$ cat src/rtl/spi_sram_bus_bridge.sv
// spi_sram_bus_bridge: serves cpu_6502 bus cycles from a 23LC512-style SPI SRAM,
// stalling through rdy and streaming sequential opcode fetches over an open read.
module spi_sram_bus_bridge #(
    parameter bit SEQ_EN = 1'b1
) (
    input  logic        clk,
    input  logic        rst,
    input  logic [15:0] ab,
    input  logic [7:0]  dout,
    input  logic        we,
    input  logic        men,
    input  logic        iread,
    output logic [7:0]  din,
    output logic        rdy,
    output logic        spi_sck,
    output logic        spi_cs_n,
    output logic        spi_mosi,
    input  logic        spi_miso
);
    typedef enum logic [2:0] {IDLE, SHIFT, DONE, HOLD, CSHI} state_t;
    state_t      st_q;
    logic [6:0]  cnt_q;
    logic [31:0] sr_q;
    logic [15:0] a_q, na_q;
    logic        we_q, cs_n_q;
    logic [7:0]  din_q;
    logic        seq;
    logic [31:0] cmd;
    assign seq      = men && !we && iread && ab == na_q;
    assign cmd      = we ? {8'h02, ab, dout} : {8'h03, ab, 8'h00};
    assign rdy      = st_q == DONE || ((st_q == IDLE || st_q == HOLD) && !men);
    assign spi_sck  = st_q == SHIFT && cnt_q[0];
    assign spi_cs_n = cs_n_q;
    assign spi_mosi = sr_q[31];
    assign din      = din_q;
    // The shift register doubles as the receive register: MISO enters at the LSB
    // on the edge that ends each SCK-high cycle, while MOSI only moves during SCK low.
    always_ff @(posedge clk) begin
        if (rst) begin
            st_q   <= IDLE;
            cnt_q  <= '0;
            sr_q   <= '0;
            a_q    <= '0;
            na_q   <= '0;
            we_q   <= 1'b0;
            cs_n_q <= 1'b1;
            din_q  <= '0;
        end else begin
            case (st_q)
                IDLE, CSHI: begin
                    if (men) begin
                        a_q    <= ab;
                        we_q   <= we;
                        sr_q   <= cmd;
                        cs_n_q <= 1'b0;
                        cnt_q  <= 7'd64;
                        st_q   <= SHIFT;
                    end else begin
                        st_q   <= IDLE;
                    end
                end
                SHIFT: begin
                    cnt_q <= cnt_q - 7'd1;
                    if (cnt_q[0]) sr_q <= {sr_q[30:0], spi_miso};
                    if (cnt_q == 7'd1) begin
                        st_q <= DONE;
                        if (!we_q) din_q <= {sr_q[6:0], spi_miso};
                    end
                end
                DONE: begin
                    if (!we_q) na_q <= a_q + 16'd1;
                    if (we_q || !SEQ_EN) begin
                        cs_n_q <= 1'b1;
                        st_q   <= IDLE;
                    end else begin
                        st_q   <= HOLD;
                    end
                end
                HOLD: begin
                    if (men && seq) begin
                        a_q   <= ab;
                        we_q  <= 1'b0;
                        sr_q  <= '0;
                        cnt_q <= 7'd16;
                        st_q  <= SHIFT;
                    end else if (men) begin
                        cs_n_q <= 1'b1;
                        st_q   <= CSHI;
                    end
                end
                default: st_q <= IDLE;
            endcase
        end
    end
endmodule

$ cat config.mk
export PLATFORM = sky130hd
export DESIGN_NAME = spi_sram_bus_bridge
export DESIGN_NICKNAME = d
export VERILOG_FILES = /design/src/rtl/spi_sram_bus_bridge.sv
export SDC_FILE = /design/constraint.sdc
export NUM_CORES = 1
export LEC_CHECK = 0
export BUFFER_PORTS_ARGS = -buffer_cell sky130_fd_sc_hd__buf_2
export CAP_MARGIN = 20
export CORE_MARGIN = 2
export CORE_UTILIZATION = 53
export DETAILED_ROUTE_END_ITERATION = 7
export PLACE_DENSITY = 0.81
export SKIP_LAST_GASP = 1
export SLEW_MARGIN = 20
export SYNTH_ARGS = -nofsm -noshare
export SYNTH_HDL_FRONTEND = slang
export SYNTH_SLANG_ARGS = --single-unit
$ cat constraint.sdc
create_clock -name clk -period 2.1 [get_ports clk]
set_clock_uncertainty 0.05 [all_clocks]
set_input_delay 0.21 -clock clk [delete_from_list [all_inputs] [get_ports clk]]
set_output_delay 0.21 -clock clk [all_outputs]
set_load 0.005 [all_outputs]
* Word level (Yosys, flattened, before mapping) *
Index checks and enable logic that the tools add are counted.

storage, ports and cells
  ROM bits = 0
  latch bits = 0
  bits in registers = 84
  RAM bits = 0
  logic and storage cells = 72
  memories kept = 0

cells by class
  muxes and demuxes = 25
  reductions and logical operators = 22
  equality and inequality tests = 14
  magnitude comparators = 0
  divide/modulo/power cells = 0
  shift operators = 0
  bitwise logic cells = 1
  multiply operators = 0
  add/subtract/negate cells = 2

operator list
  kind                   count
  $mux 32                3
  $pmux 32 s3            1
  $mux 16                2
  $pmux 16 s2            1
  $mux 25                1
  $pmux 7 s3             1
  $add 16x1->16 const B  1
  $eq 16x16->1           1
  $mux 7                 2
  $pmux 3 s4             1
  $ne 2x2->1 const B     5
  $mux 3                 3
  $reduce_and 3->1       3
  $eq 7x1->1 const B     1
  $mux 1                 7
  $sub 7x1->7 const B    1
  $eq 3x2->1 const B     2
  $logic_and 1x1->1      6
  $reduce_bool 3->1      2
  $reduce_and 5->1       1
  $ne 2x1->1 const B     2
  $reduce_and 2->1       2
  $reduce_and 4->1       1
  $eq 3x1->1 const B     1
  11 further kinds       13

* Longest topological paths before layout *
Gate-level depths: netlist of run 1.

  word-level depth = 7
  depth in mapped cells = 9
  depth with buffers taken out = 7

* Least setup slack after synthesis of run 1 *
OpenSTA, ideal clock, no wires.

  path type = register to register
  from = register st_q[0]
  to = register sr_q[0]
  clock period less this slack = 2188 ps
  stages on the path, launching flop included = 9
  setup time = 121 ps
  required time = 1929 ps
  slack = -88 ps
  data arrival time = 2016 ps
  path through = dfxtp_1 or3b_4 o21ai_2 or3b_1 buf_2 o21a_1 buf_6 buf_12 mux2_4

on the way
  word-level cells in the longest chain between the ends = 4

RTL lines
  what                                                       line  source
  from (decl)                                                21    state_t st_q;
  from (signal assigned)                                     40    st_q <= IDLE;
  from (signal assigned)                                     57    st_q <= SHIFT;
  from (signal assigned)                                     59    st_q <= IDLE;
  $eq 3x3->1 or $logic_not 3->1 (tied branches)              49    case (st_q)
  $reduce_or 2->1                                            49
  $ne 2x2->1 (no line) or $reduce_bool 3->1 (tied branches)  n/a
  $reduce_and 4->1 (no line)                                 n/a
  to (signal assigned)                                       54    sr_q <= cmd;
  to (signal assigned)                                       64    if (cnt_q[0]) sr_q <= {sr_q[30:0], spi_miso};
  to (decl)                                                  23    logic [31:0] sr_q;

Parallel ways exist; a longest one is shown, timed or not.
A chain may end at the register's enable or synchronous reset.

* Final worst setup path of run 1 *
  from = register st_q[0]
  to = register sr_q[11]

Same word-level chain as after synthesis.

==> run_results.csv, run 1 <==
group,metric,value,unit
status,status,"finished, final reports clean",
global_routing,grt_pass1_wl,16.6,mm
yosys,synth_mux_area_share,14.3,%
detailed_routing,route.detailed.wl_per_inst,15.4,um
detailed_routing,dr.pass1.iters,5,
timing,hold_slack,71.5,ps
clock_network,cts_hold_buf,0,
critical_path,path_class,"flop to flop",
yosys,yosysWarnings,0,
global_routing,antenna_found_initial,0,
yosys,synthMostInstantiatedCell,"dfxtp_1",
yosys,synthArstFlopShare,0,%
worst_hold_path,hold_path_class,"primary input to flop",
clock_network,cts_buffers,9,
worst_hold_path,hp-start,"spi_miso",
finish,fill_cells,710,
floorplanning,rows,33,
global_routing,grt_pass1_vias,3503,
place,io_buffer_count,41,
yosys,syn_inst,509,
yosys,ys_seq_area_share,38.4,%
timing,slew_viol_final,0,
floorplanning,chipHeight,94.9,um
critical_path,cp.arrival,2280,ps
yosys,synth_fp_nets,542,
timing,min_period,2080,ps
critical_path,r2r_end,"sr_q[11]",
global_routing,grt_start_max_net_pins,85,
global_routing,track_usage,23.5,%
floorplanning,initial_core_util,54.1,%
yosys,synth-simple-area-share,23.4,%
clock_network,clkSinkCount,84,
yosys,yosysTopAreaCell,"dfxtp_1",
yosys,synth_area,0.00438,sq mm
timing,max_slew.worst_pin.slew,500,ps
yosys,postSynthAreaPerCell,8.61,sq um
yosys,synthAdderAreaFrac,1.09,%
timing,final_hold_viol_count,0,
power,leakagePower,2.19,nW
global_routing,overflow,0,
clock_network,cts-root-buf,"clkbuf_8",
detailed_routing,ant_nets,0,
yosys,synth_compound_area_share,13.1,%
power,peakVddDrop,0.461,mV
floorplanning,die-area,0.00901,sq mm
detailed_routing,remaining_drc_errors,0,
clock_network,clockBufferDepth,2,
finish,diodes,0,
critical_path,r2r-start,"st_q[0]",
detailed_routing,wl,10.2,mm
critical_path,end_kind,"flop",
critical_path,critPathLaunchType,"flop",
detailed_routing,drtIter0Drc,180,
finish,fin_util,62.4,%
clock_network,cts_tree,"done",
timing,final-setup-viol-count,0,
yosys,ys_ff_latch,84,
detailed_routing,vias_per_cell,5.66,
clock_network,htreeDepth,3,
yosys,synthXorXnorAreaFrac,5.20,%
critical_path,rrSetupSlack,20,ps
critical_path,cp.required,2300,ps
floorplanning,ios,42,
timing,period_share,99.1,%
finish,drive_gt1_share,21.6,%
place,dp_hpwl,7.13,mm
yosys,ys_types,47,
critical_path,crit_end,"sr_q[11]",
critical_path,startpoint,"st_q[0]",
flow_run,drv_cap,0,
clock_network,clk_pin_slew,90,ps
floorplanning,die_x,94.9,um
yosys,synth_edf_count,0,
timing,fmax,481,MHz
place,gp_congestion,0.881,
yosys,synth_top_area_share,38.4,%
yosys,synth_area_leaders,"dfxtp_1, mux2_4, mux2i_1",
finish,nets,587,
detailed_routing,vias,3760,
yosys,synth_flop_cell,"dfxtp_1",
yosys,synth_top_family_by_area,"simple AND/OR/NAND/NOR gates",
floorplanning,core-area,0.00809,sq mm
critical_path,worstPathMaxFanout,26,
timing,slew_headroom,66.7,%
power,powerDensity,720,mW/mm^2
clock_network,clk_latency,360,ps
yosys,ys_top_cells_by_count,"dfxtp_1, nor2_1, nand2_1",
critical_path,reg2reg_depth,6,
finish,syn_to_final_growth,15.3,%
[through the flow]
stage	cells	setup WS (ps)	area (sq um)	total power, mW	setup TNS, ps
after global placement	645	86.5	4790	2.42	0
after floorplan	509	-87.1	4380	2.26	-1740
final	664	19.7	5050	3.63	0
after CTS	661	30.4	5000	3.64	0
after detailed placement	645	39.2	4790	2.45	0
after global routing	664	-8.59	5050	3.81	-49.3
[worst min path at each step]
| stage | end | slack, ps | cells past startpoint |
|---|---|---|---|
| after global placement | sr_q[28] | 390 | 2 |
| after floorplan | a_q[0] | 300 | 2 |
| after detailed placement | sr_q[31] | 400 | 2 |
| final | din[0] | 70 | 3 |
| after global routing | a_q[15] | 70 | 3 |
| after CTS | a_q[6] | 60 | 3 |
[worst max-delay path, stage by stage, from the launching register on]
cell	delay, ps
dfxtp_2	330
or3b_4	400
o21ai_2	80
or3b_4	400
o21a_1	210
buf_12	180
mux2_4	310
[what timing repair did]
item                                    4_1_cts  5_1_grt
buffers inserted                              0        3
endpoints found under the setup margin        1       45
pin swaps                                     0        1
resized for setup                             1        7
[flip-flops by register name, summed over array words and instances, names as in the netlist]
register / cells
na_q: 16
din: 8
cnt_q: 7
we_q: 1
sr_q: 32
st_q: 3
spi_cs_n: 1
a_q: 16
[layout make-up]
type,count,area [sq um],area share (%)
Clock buffer,9,124,2.45
Sequential cell,84,1680,33.3
Multi-Input combinational cell,384,2530,50.1
Tap cell,105,131,2.60
Inverter,7,30.0,0.595
Timing Repair Buffer,68,469,9.29
Clock inverter,7,81.3,1.61
[cells in the final DEF (no fill, tap or decap), drive strengths merged, types with 10 or more instances in the layout]
| cell | instances |
|---|---|
| dfxtp | 84 |
| buf | 68 |
| nor2 | 63 |
| nand2 | 52 |
| a21oi | 36 |
| and3 | 28 |
| nor2b | 27 |
| mux2i | 26 |
| mux2 | 26 |
| xor2 | 16 |
| a211oi | 11 |
| a31oi | 10 |
| xnor2 | 10 |
| o21ai | 10 |
[metal layers]
| metal | share of wire [%] | vias to the layer above | track usage (%) |
|---|---|---|---|
| met5 | 0 | - | 0 |
| met1 | 45 | 1800 | 29.6 |
| met2 | 49 | 79 | 40.4 |
| met3 | 3.8 | 16 | 5.35 |
| met4 | 1.7 | 0 | 6.52 |
| li1 | - | 1865 | - |
[report_power, final]
group / total (mW) / internal [mW] / switching, mW / leakage, nW
registers: 1.77 / 1.69 / 0.0787 / 0.685
clock network: 1.20 / 0.568 / 0.631 / 0.101
logic: 0.667 / 0.312 / 0.356 / 1.41
total: 3.63 / 2.57 / 1.06 / 2.19
[logic make-up after synthesis]
logic type               count (synthesis)
AO/OA/AOI/OAI                           91
XOR/XNOR                                26
adder cells (fa/ha/maj)                  4
buffers and inverters                   41
flip-flops                              84
multiplexers                            52
AND/OR/NAND/NOR                        211
Power figures use the tool's default switching activity.
==> run 2, diff against run 1 <==
ABC_AREA = 1   (was not set)
CORE_MARGIN = 5   (was 2)
PLACE_DENSITY = 0.82   (was 0.81)
==> run_results.csv, run 2 <==
group,metric,value,unit
flow_run,drv_cap,0,
clock_network,clk_pin_slew,90,ps
power,p_int,3.64,mW
timing,fin_setup_tns,0,ps
detailed_routing,ant_nets,0,
timing,slew_viol_final,0,
yosys,synth_edf_count,0,
finish,syn_to_final_growth,13.0,%
critical_path,end_kind,"output port",
detailed_routing,remaining_drc_errors,0,
finish,nets,707,
timing,final-setup-viol-count,0,
detailed_routing,vias,4191,
finish,reg_top3,"sr_q: 32 flops, a_q: 16 flops, na_q: 16 flops",
floorplanning,core-area,0.00781,sq mm
clock_network,cts_setup_buffers,0,
floorplanning,die-area,0.00996,sq mm
power,p_switching,2.43,mW
finish,diodes,0,
critical_path,path_class,"flop to output port",
place,io_buffer_count,41,
floorplanning,chipHeight,99.8,um
power,peakVddDrop,0.653,mV
clock_network,clkSinkCount,84,
timing,final_hold_viol_count,0,
finish,mostFrequentLayoutCells,"nand2_1, inv_1, dfxtp_1, a21oi_1, nor2_1",
floorplanning,die_x,99.8,um
clock_network,htreeDepth,3,
yosys,yosysWarnings,0,
finish,top_register,"sr_q",
timing,min_period,1930,ps
detailed_routing,wl,10.6,mm
finish,fill_cells,706,
yosys,synth_top_area_share,39.3,%
global_routing,grt_pass1_vias,3967,
floorplanning,initial_core_util,54.8,%
power,combPwrFrac,40.5,%
finish,final_common_cell,"nand2_1",
place,gp_congestion,0.848,
clock_network,cts-root-buf,"clkbuf_8",
timing,slew_headroom,55.1,%
yosys,synth_fp_nets,671,
detailed_routing,drtIter0Drc,248,
place,dp_hpwl,7.26,mm
timing,period_share,92.0,%
power,power.total,6.07,mW
critical_path,cp.arrival,1670,ps
power,powerDensity,1260,mW/mm^2
global_routing,overflow,0,
yosys,ys_seq_area_share,39.3,%
timing,hold_slack,49.8,ps
yosys,ys_top_cells_by_count,"nand2_1, inv_1, dfxtp_1",
timing,rsz0062_at_grt,"no",
finish,largest_reg_flops,32,
global_routing,track_usage,22.0,%
critical_path,worstPathMaxFanout,7,
critical_path,critPathLaunchType,"flop",
yosys,yosysTopAreaCell,"dfxtp_1",
timing,max_slew.worst_pin.slew,669,ps
critical_path,cp.required,1840,ps
yosys,synth_area,0.00428,sq mm
status,status,"finished, final reports clean",
global_routing,antenna_found_initial,0,
power,power_frac_seq,37.9,%
yosys,synthMostInstantiatedCell,"nand2_1",
timing,fmax,517,MHz
clock_network,cts_resized,0,
clock_network,clockBufferDepth,2,
worst_hold_path,hold_path_class,"primary input to flop",
floorplanning,ios,42,
yosys,ys_types,29,
global_routing,grt_pass1_wl,18.0,mm
detailed_routing,vias_per_cell,5.37,
power,sw_frac_of_total,40.1,%
detailed_routing,route.detailed.wl_per_inst,13.6,um
yosys,synth_area_leaders,"dfxtp_1, nand2_1, inv_1",
global_routing,grt_start_max_net_pins,41,
clock_network,cts_buffers,9,
yosys,synth_flop_cell,"dfxtp_1",
yosys,ys_ff_latch,84,
yosys,syn_inst,638,
yosys,synthArstFlopShare,0,%
clock_network,cts_hold_buf,0,
detailed_routing,dr.pass1.iters,5,
yosys,postSynthAreaPerCell,6.70,sq um
clock_network,clk_latency,360,ps
floorplanning,rows,32,
power,leakagePower,2.35,nW
finish,fin_util,61.9,%
power,clock_power_share,21.5,%
clock_network,cts_tree,"done",
finish,drive_gt1_share,13.0,%
[run 2: cell count changes in the layout (fill, tap and decap cells not counted), moves of 9 or more]
cell / before / now
o21ai_1: 0 / 10
nand2_1: 52 / 151
a21oi_1: 35 / 57
nand3_1: 7 / 37
nand4_1: 3 / 32
mux2_4: 20 / 0
nor2b_1: 26 / 0
and3_1: 28 / 0
a211oi_1: 11 / 0
mux2i_1: 26 / 0
nor2_1: 62 / 50
a31oi_1: 10 / 1
inv_1: 5 / 98
a22oi_1: 1 / 25
[run 2: cell families after synthesis]
kind of cell | after synthesis | share of synthesized area, %
flops | 84 | 39.3
fa+ha+maj | 3 | 0.878
buf+inv | 138 | 12.8
xor+xnor | 18 | 3.69
compound gates | 111 | 14.5
simple gates | 284 | 28.8
[run 2: final cells by class]
type                            count  area [sq um]  area share [%]
Multi-Input combinational cell    416          2050            42.4
Tap cell                          102           128            2.64
Sequential cell                    84          1680            34.8
Inverter                          106           398            8.24
Timing Repair Buffer               57           350            7.25
Clock buffer                       11           141            2.93
Clock inverter                      5          83.8            1.74
[run 2: worst paths after layout]
check,from,endpoint,slack (ps),cells past startpoint
setup / recovery,st_q[0],spi_sck,170,5
hold / removal,spi_miso,din[0],50,3
setup reg to reg,na_q[0],cnt_q[4],220,12
hold reg to reg,sr_q[28],sr_q[28],420,2
[run 2: metal layers]
metal / share of wire [%] / up-vias / global-route usage (%)
li1: - / 2115 / -
met1: 44 / 1916 / 28.3
met2: 49 / 142 / 37.0
met3: 5.8 / 18 / 3.20
met4: 1.8 / 0 / 8.51
met5: 0 / - / 0
[run 2: worst max-delay path, cell delays in order, from the launching register on]
cell	delay (ps)
dfxtp_1	390
nand2_1	100
nor2_2	170
inv_2	90
nor2_1	360
buf_2	200
[run 2: power groups by stage]
stage | combinational (mW) | clock, mW | sequential [mW]
floorplan | 1.87 | 0 | 2.27
global placement | 2.34 | 0 | 2.31
detailed placement | 2.42 | 0 | 2.33
CTS | 2.45 | 1.32 | 2.30
global route | 2.83 | 1.39 | 2.36
finish | 2.46 | 1.31 | 2.30
[run 2: metrics by stage]
step                setup WS (ps)  cell area [sq um]  std cells
CTS                           202               4830        781
global route                0.794               4830        781
finish                        167               4830        781
detailed placement            228               4610        765
floorplan                     617               4280        638
global placement              266               4610        765
==> run 3, diff against run 2 <==
--- a/config.mk
+++ b/config.mk
@@ -13,3 +13,3 @@
 export DETAILED_ROUTE_END_ITERATION = 7
-export PLACE_DENSITY = 0.82
+export PLACE_DENSITY = 0.75
 export SKIP_LAST_GASP = 1
--- a/constraint.sdc
+++ b/constraint.sdc
@@ -4,2 +4,2 @@
 set_output_delay 0.21 -clock clk [all_outputs]
-set_load 0.005 [all_outputs]
+set_load 0.02 [all_outputs]
==> run_results.csv, run 3 (synthesis gave the netlist of run 2 again) <==
group,metric,value,unit
finish,reg_top3,"sr_q: 32 flops, a_q: 16 flops, na_q: 16 flops",
finish,top_register,"sr_q",
detailed_routing,ant_nets,0,
place,placed_area,0.00460,sq mm
finish,syn_to_final_growth,12.4,%
timing,rsz0062_at_grt,"no",
detailed_routing,remaining_drc_errors,0,
finish,nets,710,
detailed_routing,drtIter0Drc,192,
detailed_routing,vias,4110,
power,leakagePower,2.35,nW
critical_path,rrSetupSlack,190,ps
worst_hold_path,hp-start,"spi_miso",
place,dp_hpwl,7.50,mm
clock_network,cts-root-buf,"clkbuf_8",
global_routing,overflow,0,
timing,max_slew.worst_pin.slew,618,ps
floorplanning,die-area,0.00996,sq mm
critical_path,r2r_end,"sr_q[24]",
timing,min_period,1910,ps
finish,mostFrequentLayoutCells,"nand2_1, inv_1, dfxtp_1, a21oi_1, nor2_1",
critical_path,critPathLaunchType,"flop",
critical_path,worstPathMaxFanout,19,
floorplanning,core-area,0.00781,sq mm
place,io_buffer_count,41,
critical_path,path_class,"flop to flop",
critical_path,r2r-start,"na_q[6]",
floorplanning,die_x,99.8,um
clock_network,clkSinkCount,84,
global_routing,grt_pass1_vias,4016,
clock_network,clk_latency,370,ps
timing,slew_headroom,58.6,%
status,status,"finished, final reports clean",
power,power.total,6.00,mW
detailed_routing,dr.pass1.iters,4,
timing,final-setup-viol-count,0,
finish,drive_gt1_share,13.6,%
clock_network,htreeDepth,3,
detailed_routing,route.detailed.wl_per_inst,13.9,um
timing,fmax,523,MHz
timing,fin_setup_tns,0,ps
place,gp_congestion,0.851,
critical_path,cp.required,2350,ps
detailed_routing,wl,10.9,mm
clock_network,cts_setup_buffers,0,
flow_run,drv_cap,0,
critical_path,end_kind,"flop",
global_routing,grt_pass1_wl,18.1,mm
floorplanning,rows,32,
clock_network,clockBufferDepth,2,
floorplanning,chipHeight,99.8,um
critical_path,reg2reg_depth,13,
global_routing,track_usage,22.5,%
power,powerDensity,1250,mW/mm^2
global_routing,grt_start_max_net_pins,45,
worst_hold_path,holdPathEnd,"din[0]",
finish,diodes,0,
worst_hold_path,min_path_cells,3,
clock_network,cts_tree,"done",
timing,slew_viol_final,0,
detailed_routing,vias_per_cell,5.24,
finish,final_common_cell,"nand2_1",
power,peakVddDrop,0.593,mV
finish,finalInstanceArea,0.00481,sq mm
timing,final_hold_viol_count,0,
worst_hold_path,hold_path_class,"primary input to flop",
clock_network,clk_pin_slew,90,ps
finish,fill_cells,744,
finish,largest_reg_flops,32,
timing,period_share,91.0,%
global_routing,antenna_found_initial,0,
floorplanning,initial_core_util,54.8,%
floorplanning,ios,42,
clock_network,cts_buffers,9,
critical_path,cp.arrival,2160,ps
-- run 3: timing repair --
item	4_1_cts	5_1_grt
hold buffers	0	0
endpoints found under the setup margin	0	5
resized for setup	0	1
-- run 3: worst max-delay path, cell delays in order, from the launching register on --
cell     delay (ps)
dfxtp_1         340
inv_1            50
nand2_1          50
nand2_1          60
nor2_1          130
nand2_1         100
nor2_1          180
nand3_1         130
nand2_2         200
nand3_2         100
buf_4           220
nand2_1          70
nand2_1          50
nor2_1          100
-- run 3: per-stage QoR --
step | hold WS (ps) | cells | util (%) | worst slack [ps]
after detailed placement | 407 | 768 | 59.0 | 145
after global routing | 46.3 | 784 | 61.6 | 66.7
final | 40.4 | 784 | 61.6 | 189
after global placement | 396 | 768 | 59.0 | 238
after floorplan | 288 | 638 | - | 617
after CTS | 39.5 | 784 | 61.5 | 134
-- run 3: layout make-up --
cell class,instances,area [sq um],area share [%]
multi-input cells,416,2050,42.7
flip-flops and latches,84,1680,35.0
inverters,106,398,8.28
repair buffers,60,348,7.24
well taps,102,128,2.66
clock buffers,9,124,2.58
clock inverters,7,76.3,1.59
-- run 3: worst max-delay path by stage --
| stage | from | endpoint | cells after the start |
|---|---|---|---|
| finish | na_q[6] | sr_q[24] | 13 |
| global route | na_q[6] | sr_q[24] | 12 |
| CTS | na_q[4] | sr_q[24] | 13 |
| detailed placement | ab[4] | sr_q[24] | 13 |
| global placement | ab[5] | sr_q[24] | 14 |
| floorplan | a_q[2] | na_q[15] | 9 |
-- run 3: per-layer routing --
| layer | share of wire [%] | global-route usage, % |
|---|---|---|
| met2 | 48 | 37.5 |
| met5 | 0 | 0 |
| met4 | 2.0 | 9.98 |
| met1 | 45 | 28.6 |
| met3 | 5.6 | 3.68 |
-- run 3: report_power, final --
| group | switching (mW) | internal (mW) | total [mW] |
|---|---|---|---|
| Clock | 0.627 | 0.555 | 1.18 |
| Combinational | 1.61 | 0.894 | 2.51 |
| Sequential | 0.281 | 2.03 | 2.31 |
